==> config.mk <==
export PLATFORM = sky130hd
export DESIGN_NAME = tick_generator
export DESIGN_NICKNAME = d
export VERILOG_FILES = /design/src/rtl/tick_generator.sv
export SDC_FILE = /design/constraint.sdc
export NUM_CORES = 1
export LEC_CHECK = 0
export ABC_AREA = 1
export CORE_ASPECT_RATIO = 2
export CORE_MARGIN = 1.5
export CORE_UTILIZATION = 45
export CTS_CLUSTER_SIZE = 14
export DETAILED_ROUTE_END_ITERATION = 10
export HOLD_SLACK_MARGIN = 0.05
export PLACE_DENSITY_LB_ADDON = 0.2
export SYNTH_ARGS = -nofsm -noshare
export SYNTH_HDL_FRONTEND = slang
export SYNTH_SLANG_ARGS = --single-unit
==> constraint.sdc <==
create_clock -name clk -period 3.5 [get_ports clk]
set_input_delay 0.525 -clock clk [delete_from_list [all_inputs] [get_ports clk]]
set_output_delay 0.525 -clock clk [all_outputs]
set_load 0.05 [all_outputs]
==> src/rtl/tick_generator.sv <==
// tick_generator: NUM_CH programmable tick strobes and optional divided clocks (macro TICKGEN_CLKOUT_EN)
module tick_generator #(
  parameter int NUM_CH = 4,
  parameter int CNT_W = 28,
  parameter logic [NUM_CH*CNT_W-1:0] DIV_INIT = {NUM_CH{28'd50_000_000}},
  localparam int CH_W = (NUM_CH > 1) ? $clog2(NUM_CH) : 1
) (
  input  logic              clk,
  input  logic              rst_n,
  input  logic [NUM_CH-1:0] en,
  input  logic              sync_clr,
  input  logic              cfg_valid,
  output logic              cfg_ready,
  input  logic [CH_W-1:0]   cfg_ch,
  input  logic [CNT_W-1:0]  cfg_div,
  output logic [NUM_CH-1:0] tick,
  output logic [NUM_CH-1:0] clk_out
);
  logic [NUM_CH-1:0] pend;
  logic ch_ok;
  assign ch_ok = int'(cfg_ch) < NUM_CH;
  assign cfg_ready = ch_ok ? ~pend[cfg_ch] : 1'b1;
  genvar g;
  generate
    for (g = 0; g < NUM_CH; g++) begin : gen_ch
      logic [CNT_W-1:0] cnt, div, pdiv, last;
      logic p, t, term, xfer;
      assign last = (div == '0) ? '0 : div - 1'b1;
      assign term = cnt == last;
      assign xfer = cfg_valid && cfg_ready && ch_ok && (cfg_ch == CH_W'(g));
      assign pend[g] = p;
      assign tick[g] = t;
      // counter, divisor double-buffer and tick strobe
      always_ff @(posedge clk or negedge rst_n)
        if (!rst_n) begin
          cnt <= '0;
          div <= DIV_INIT[g*CNT_W +: CNT_W];
          pdiv <= '0;
          p <= 1'b0;
          t <= 1'b0;
        end else if (sync_clr) begin
          cnt <= '0;
          t <= 1'b0;
          div <= xfer ? cfg_div : p ? pdiv : div;
          p <= 1'b0;
        end else begin
          t <= en[g] && term;
          cnt <= en[g] ? (term ? '0 : cnt + 1'b1) : (p ? '0 : cnt);
          div <= (p && (!en[g] || term)) ? pdiv : div;
          p <= xfer || (p && en[g] && !term);
          pdiv <= xfer ? cfg_div : pdiv;
        end
`ifdef TICKGEN_CLKOUT_EN
      logic co;
      assign clk_out[g] = co;
      // divided clock toggles on every terminal count, restarts high
      always_ff @(posedge clk or negedge rst_n)
        if (!rst_n) co <= 1'b1;
        else if (sync_clr) co <= 1'b1;
        else if (en[g] && term) co <= ~co;
`else
      assign clk_out[g] = 1'b1;
`endif
    end
  endgenerate
endmodule

# Word level (Yosys, flattened, before mapping)
# Cells that the tools add are included.
dict set report word_totals {
  latch_bits 0
  mem_bits_ro 0
  ff_bits 344
  ram_bits 0
  memories 0
  input_bits 38
}
dict set report op_classes {
  n_reduce_logical 58
  add_sub_neg 8
  n_lt_le_gt_ge 1
  multipliers 0
  n_div 0
  shift 0
  bitwise 2
  n_eq_ne 11
  mux 46
}
# op count
set ops {}
lappend ops {{28-bit 2-to-1 mux} 36}
lappend ops {{28-bit by 1-bit adder with 28-bit output (second input constant)} 4}
lappend ops {{28-bit == test} 4}
lappend ops {{28-bit logical NOT} 4}
lappend ops {{28-bit by 1-bit subtractor with 28-bit output (second input constant)} 4}
lappend ops {{1-bit logical AND} 21}
lappend ops {{2-bit AND reduction} 8}
lappend ops {{3-bit by 1-bit inequality test with 1-bit output (second input constant)} 4}
lappend ops {{3-bit nonzero test} 4}
lappend ops {{1-bit 2-to-1 mux} 9}
lappend ops {{1-bit logical NOT} 8}
lappend ops {{1-bit logical OR} 8}
lappend ops {{2-bit nonzero test} 4}
lappend ops {{2-bit == test (second input constant)} 2}
lappend ops {{2-bit by 3-bit less-than comparator with 1-bit output (second input constant)} 1}
lappend ops {{1-bit binary-select mux with 2-bit select} 1}
lappend ops {{2-bit by 1-bit == test with 1-bit output (second input constant)} 1}
lappend ops {{2-bit logical NOT} 1}
lappend ops {{1-bit NOT} 2}

# Logic depth before layout (Yosys ltp)
dict set report logic_depth {
  depth_word 7
  mapped_depth 22
  mapped_depth_nobuf 20
}

# Least setup slack after synthesis
# No wires, ideal clock.
dict set report synth_path {
  path_type {input-to-reg}
  start {input cfg_ch[1]}
  end {register gen_ch[0].div[26]}
  setup_time_ns 0.065
  path_buffers 2
  cell_stages 12
  required_time_ns 3.435
  arrival_ns 3.359
  slack_ns 0.076
  cell_sequence {inv_1 -> nand3_1 -> o21ai_0 -> a311oi_1 -> nand2_1 -> inv_1 -> nand3_1 -> o21ai_0 -> buf_2 -> buf_2 -> nand3_1 -> nand2_1}
}
dict set report synth_between {
  elab_chain_cells 7
}
# item line
set synth_lines {}
lappend synth_lines {{start, declared} 14} ;# input logic [CH_W-1:0] cfg_ch,
lappend synth_lines {{1-bit binary-select mux with 2-bit select *} 22} ;# assign cfg_ready = ch_ok ? ~pend[cfg_ch] : 1'b1;
lappend synth_lines {{1-bit 2-to-1 mux (implied by the code) *} 22}
lappend synth_lines {{1-bit NOT *} 22}
lappend synth_lines {{named net cfg_ready} 13} ;# output logic cfg_ready,
lappend synth_lines {{1-bit logical AND * (2 in a row)} 30} ;# assign xfer = cfg_valid && cfg_ready && ch_ok && (cfg_ch == CH_W'(g));
lappend synth_lines {{3-bit by 1-bit inequality test with 1-bit output (no source line) or 28-bit 2-to-1 mux (tied branches)} --}
lappend synth_lines {{2-bit AND reduction (no source line) or 28-bit 2-to-1 mux (tied branches)} --}
lappend synth_lines {{end signal, assigned} 37} ;# div <= DIV_INIT[g*CNT_W +: CNT_W];
lappend synth_lines {{end signal, assigned} 44} ;# div <= xfer ? cfg_div : p ? pdiv : div;
lappend synth_lines {{end signal, assigned} 49} ;# div <= (p && (!en[g] || term)) ? pdiv : div;
lappend synth_lines {{end, declared} 26} ;# logic [CNT_W-1:0] cnt, div, pdiv, last;
# The timed path passes the listed nets; every way through them passes the cells marked *. The select of a mux whose other input is x is not followed.
# A chain may end at the register's enable or synchronous reset.

# Worst setup path after layout
dict set report layout_path {
  start {register gen_ch[2].div[0]}
  end {register gen_ch[2].div[18]}
}
dict set report layout_between {
  elab_chain_cells 7
}
# item line
set layout_lines {}
lappend layout_lines {{start, declared} 26}
lappend layout_lines {{start signal, assigned} 37}
lappend layout_lines {{start signal, assigned} 44}
lappend layout_lines {{start signal, assigned} 49}
lappend layout_lines {{28-bit by 1-bit subtractor with 28-bit output or 28-bit logical NOT (tied branches)} 28} ;# assign last = (div == '0) ? '0 : div - 1'b1;
lappend layout_lines {{28-bit 2-to-1 mux *} 28}
lappend layout_lines {{28-bit == test *} 29} ;# assign term = cnt == last;
lappend layout_lines {{1-bit logical OR *} 49}
lappend layout_lines {{1-bit logical AND *} 49}
lappend layout_lines {{2-bit nonzero test (no source line) *} --}
lappend layout_lines {{2-bit AND reduction (no source line) *} --}
# Mark *: on every way between the ends. The rest lies on a longest branch, timed or not.

==> results by group <==
Status
  – Outcome: completed

Flow run
  – Max-Cap Viols: 0

Finish
  – Final nets: 3,224
  – Area taken by multi-input logic gates: 11,300 um2
  – Fin cells: 3,844
  – Fillers: 4,885
  – Commonest non-fill, non-tap cell in the layout: nand2_1
  – Diodes inserted: 0
  – Share of cells above drive strength 1: 7.17%
  – Area Growth Syn to Fin: 10.9%
  – Most frequent cells in the layout: nand2_1 (992), inv_1 (335), nand3_1 (320)
  – Final instance area: 24,400 um2
  – Register area: 8670 um2

Timing
  – Setup violators final: 0
  – Sum of negative setup slack: 0 ns
  – RSZ-0062 raised after global routing: false
  – Period utilization: 92.9%
  – Fin crit period: 3.25 ns
  – Final Slew Violations: 0
  – Skew final: 0.0292 ns
  – Worst-Margin Slew: 0.901 ns
  – Fmax: 307 MHz
  – Rel. slew slack: 39.8%
  – Final Hold Viols: 0

Clocking
  – CTS Root Cell: clkbuf_16
  – Clock sink total: 344
  – H-tree levels: 2
  – Postcts setup bufs: 0
  – Clk_lat worst skew: 0.56 ns
  – CTS Buffer Depth: 3
  – CTS tree: built
  – CTS buffer count: 36
  – Clk pin slew, worst setup/hold paths: 0.06 ns

Placement
  – # placed instances: 3,777
  – Dpl cell area: 23,100 um2
  – Final GP Congestion: 0.948
  – I/O Buffers: 42
  – HPWL after DPL: 53.5 mm

Routing
  – Vias after detailed routing: 20,800
  – DRC viols: 0
  – Initial DRC count: 1,318
  – Final wirelength: 69.7 mm
  – DRT Pass-1 Iters: 5
  – Remaining antenna violation count: 0
  – Via density: 5.42
  – Wirelength per Cell: 18.1 um

Logic synthesis
  – Number of synthesized flops with an enable pin: 0
  – Cell area after synthesis: 22,000 um2
  – Synth Flop Type: dfrtp_1
  – Synthesized area per cell: 6.94 um2
  – Sequential area share after synthesis: 39.4%
  – Share of synthesized registers carrying an async set or reset: 100%
  – Yosys cell types: 42
  – Yosys reg bits: 344
  – Yosys warning count: 0
  – Synth Instances: 3,165

Pwr
  – Maximum VDD drop: 434 uV
  – PwrDens: 576 nW/um2
  – P_leak: 0.0113 uW

Min path
  – Hold Path Class: flop to flop

Floorplanning
  – Die Ht: 316 um
  – Die ar.: 50,200 um2
  – I/O Pins: 47
  – Die width: 159 um
  – Initial core utilization: 45.6%
  – Core ar.: 48,200 um2
  – Num rows: 114

Worst setup path
  – CP Class: flop to flop
  – Critical Path RT: 3.92 ns
  – WP data arrival: 3.67 ns
  – CP Launch Type: flop
  – CP max FO: 33
  – Critical Path End Type: flop

Global route
  – First-pass GRT wire length: 111 mm
  – Congestion Overflow GR: 0
  – Vias in the first global route: 20,600
  – Initial antenna violation count: 0
  – Gr usage total: 27.9%
  – Largest net degree at the start of global routing: 83
-- what timing repair did --
item                                    CTS  global route
hold buffers                              1             0
resized for setup                         0             1
endpoints found under the hold margin    40             0
endpoints found under the setup margin    0            17
-- power by group --
part | internal [uW] | total, uW | switching [uW]
Sequential | 4780 | 5510 | 730
Clock | 2420 | 4130 | 1710
Combinational | 1520 | 4390 | 2860
-- path summary, 6_finish.rpt --
path | cells after the start | startpoint | slack, ns | to
hold reg to reg | 2 | gen_ch[3].pdiv[18] | 0.49 | gen_ch[3].pdiv[18]
setup / recovery | 17 | gen_ch[2].div[0] | 0.25 | gen_ch[2].div[18]
hold / removal | 2 | gen_ch[3].pdiv[18] | 0.49 | gen_ch[3].pdiv[18]
min in group asynchronous | 2 | rst_n | 0.58 | gen_ch[1].pdiv[25]
setup reg to reg | 17 | gen_ch[2].div[0] | 0.25 | gen_ch[2].div[18]
max in group asynchronous | 3 | rst_n | 1.96 | gen_ch[1].cnt[8]
-- cells by family after synthesis --
group,synth area share [%]
mux,0.182
buf+inv,9.31
other cells,0.0171
simple gates,35.1
xor+xnor,5.14
flops,39.4
fa+ha+maj,0.456
compound gates,10.4
-- layout make-up --
cell class                 count  area share [%]
clock buffer                  48            4.01
clock inverter                18            1.04
inverter                     341            5.26
multi-input combinational   2353            46.4
sequential                   344            35.6
tap                          638            3.28
timing repair buffer         102            4.42
-- critical path: stages (launching register included) --
cell and delay, ns:
dfrtp_1 0.40, inv_2 0.08, ha_1 0.23, nand2_2 0.13, nor2_4 0.28, nand2_4 0.10
clkinv_2 0.09, nand2_4 0.21, nand3_1 0.32, o21ai_0 0.14, nor2_1 0.11, nand3_1 0.12
nor2_2 0.11, nand3_2 0.14, nand2_4 0.26, nand2_4 0.23, nand2_1 0.11, nand2_1 0.06
-- stage by stage --
step           util (%)  worst slack (ns)  total power, uW  hold slack [ns]
2_1_floorplan         -            0.0762             8460            0.229
3_3_place_gp       48.0             0.234             9840            0.462
3_5_place_dp       48.0             0.154             9920            0.468
4_1_cts            50.5             0.222            14100            0.489
5_1_grt            50.6            0.0468            15000            0.504
6_report           50.6             0.248            14000            0.486
-- Yosys cell counts, types with 3 or more instances --
cell	instances	area, um2
nand2_1	992	3720
inv_1	335	1260
nand3_1	320	1600
dfrtp_1	296	7410
nor2_1	284	1070
o21ai_0	277	1390
xor2_1	117	1020
o22ai_1	104	651
nand4_1	83	519
clkbuf_1	54	203
dfstp_2	48	1260
nor3_1	42	210
buf_2	35	175
buf_6	18	203
buf_4	17	128
nor2_2	17	106
o21bai_1	15	113
nor4_1	14	87.6
nand2_4	13	146
o21ai_1	12	60.1
xnor2_1	12	105
ha_1	8	100
nor2_4	8	90.1
nand2_2	6	37.5
inv_2	5	18.8
a21o_1	4	30.0
mux2i_1	4	40.0
nand3_2	4	40.0
nand3b_1	4	30.0
buf_1	3	11.3
buf_8	3	45.0
-- flip-flops by register name (all words and copies together) (netlist names) --
signal / count
gen_ch.cnt: 112
gen_ch.div: 112
gen_ch.p: 4
gen_ch.pdiv: 112
gen_ch.t: 4
-- routing by layer --
layer  wire, um  global-route usage (%)  up-vias
met5          0                       0        -
met4       5520                    20.0        0
met3       1990                    2.60      236
met2      37100                    53.3      536
met1      25100                    28.2     9789
li1           -                       -    10300
Power figures use the tool's default switching activity.
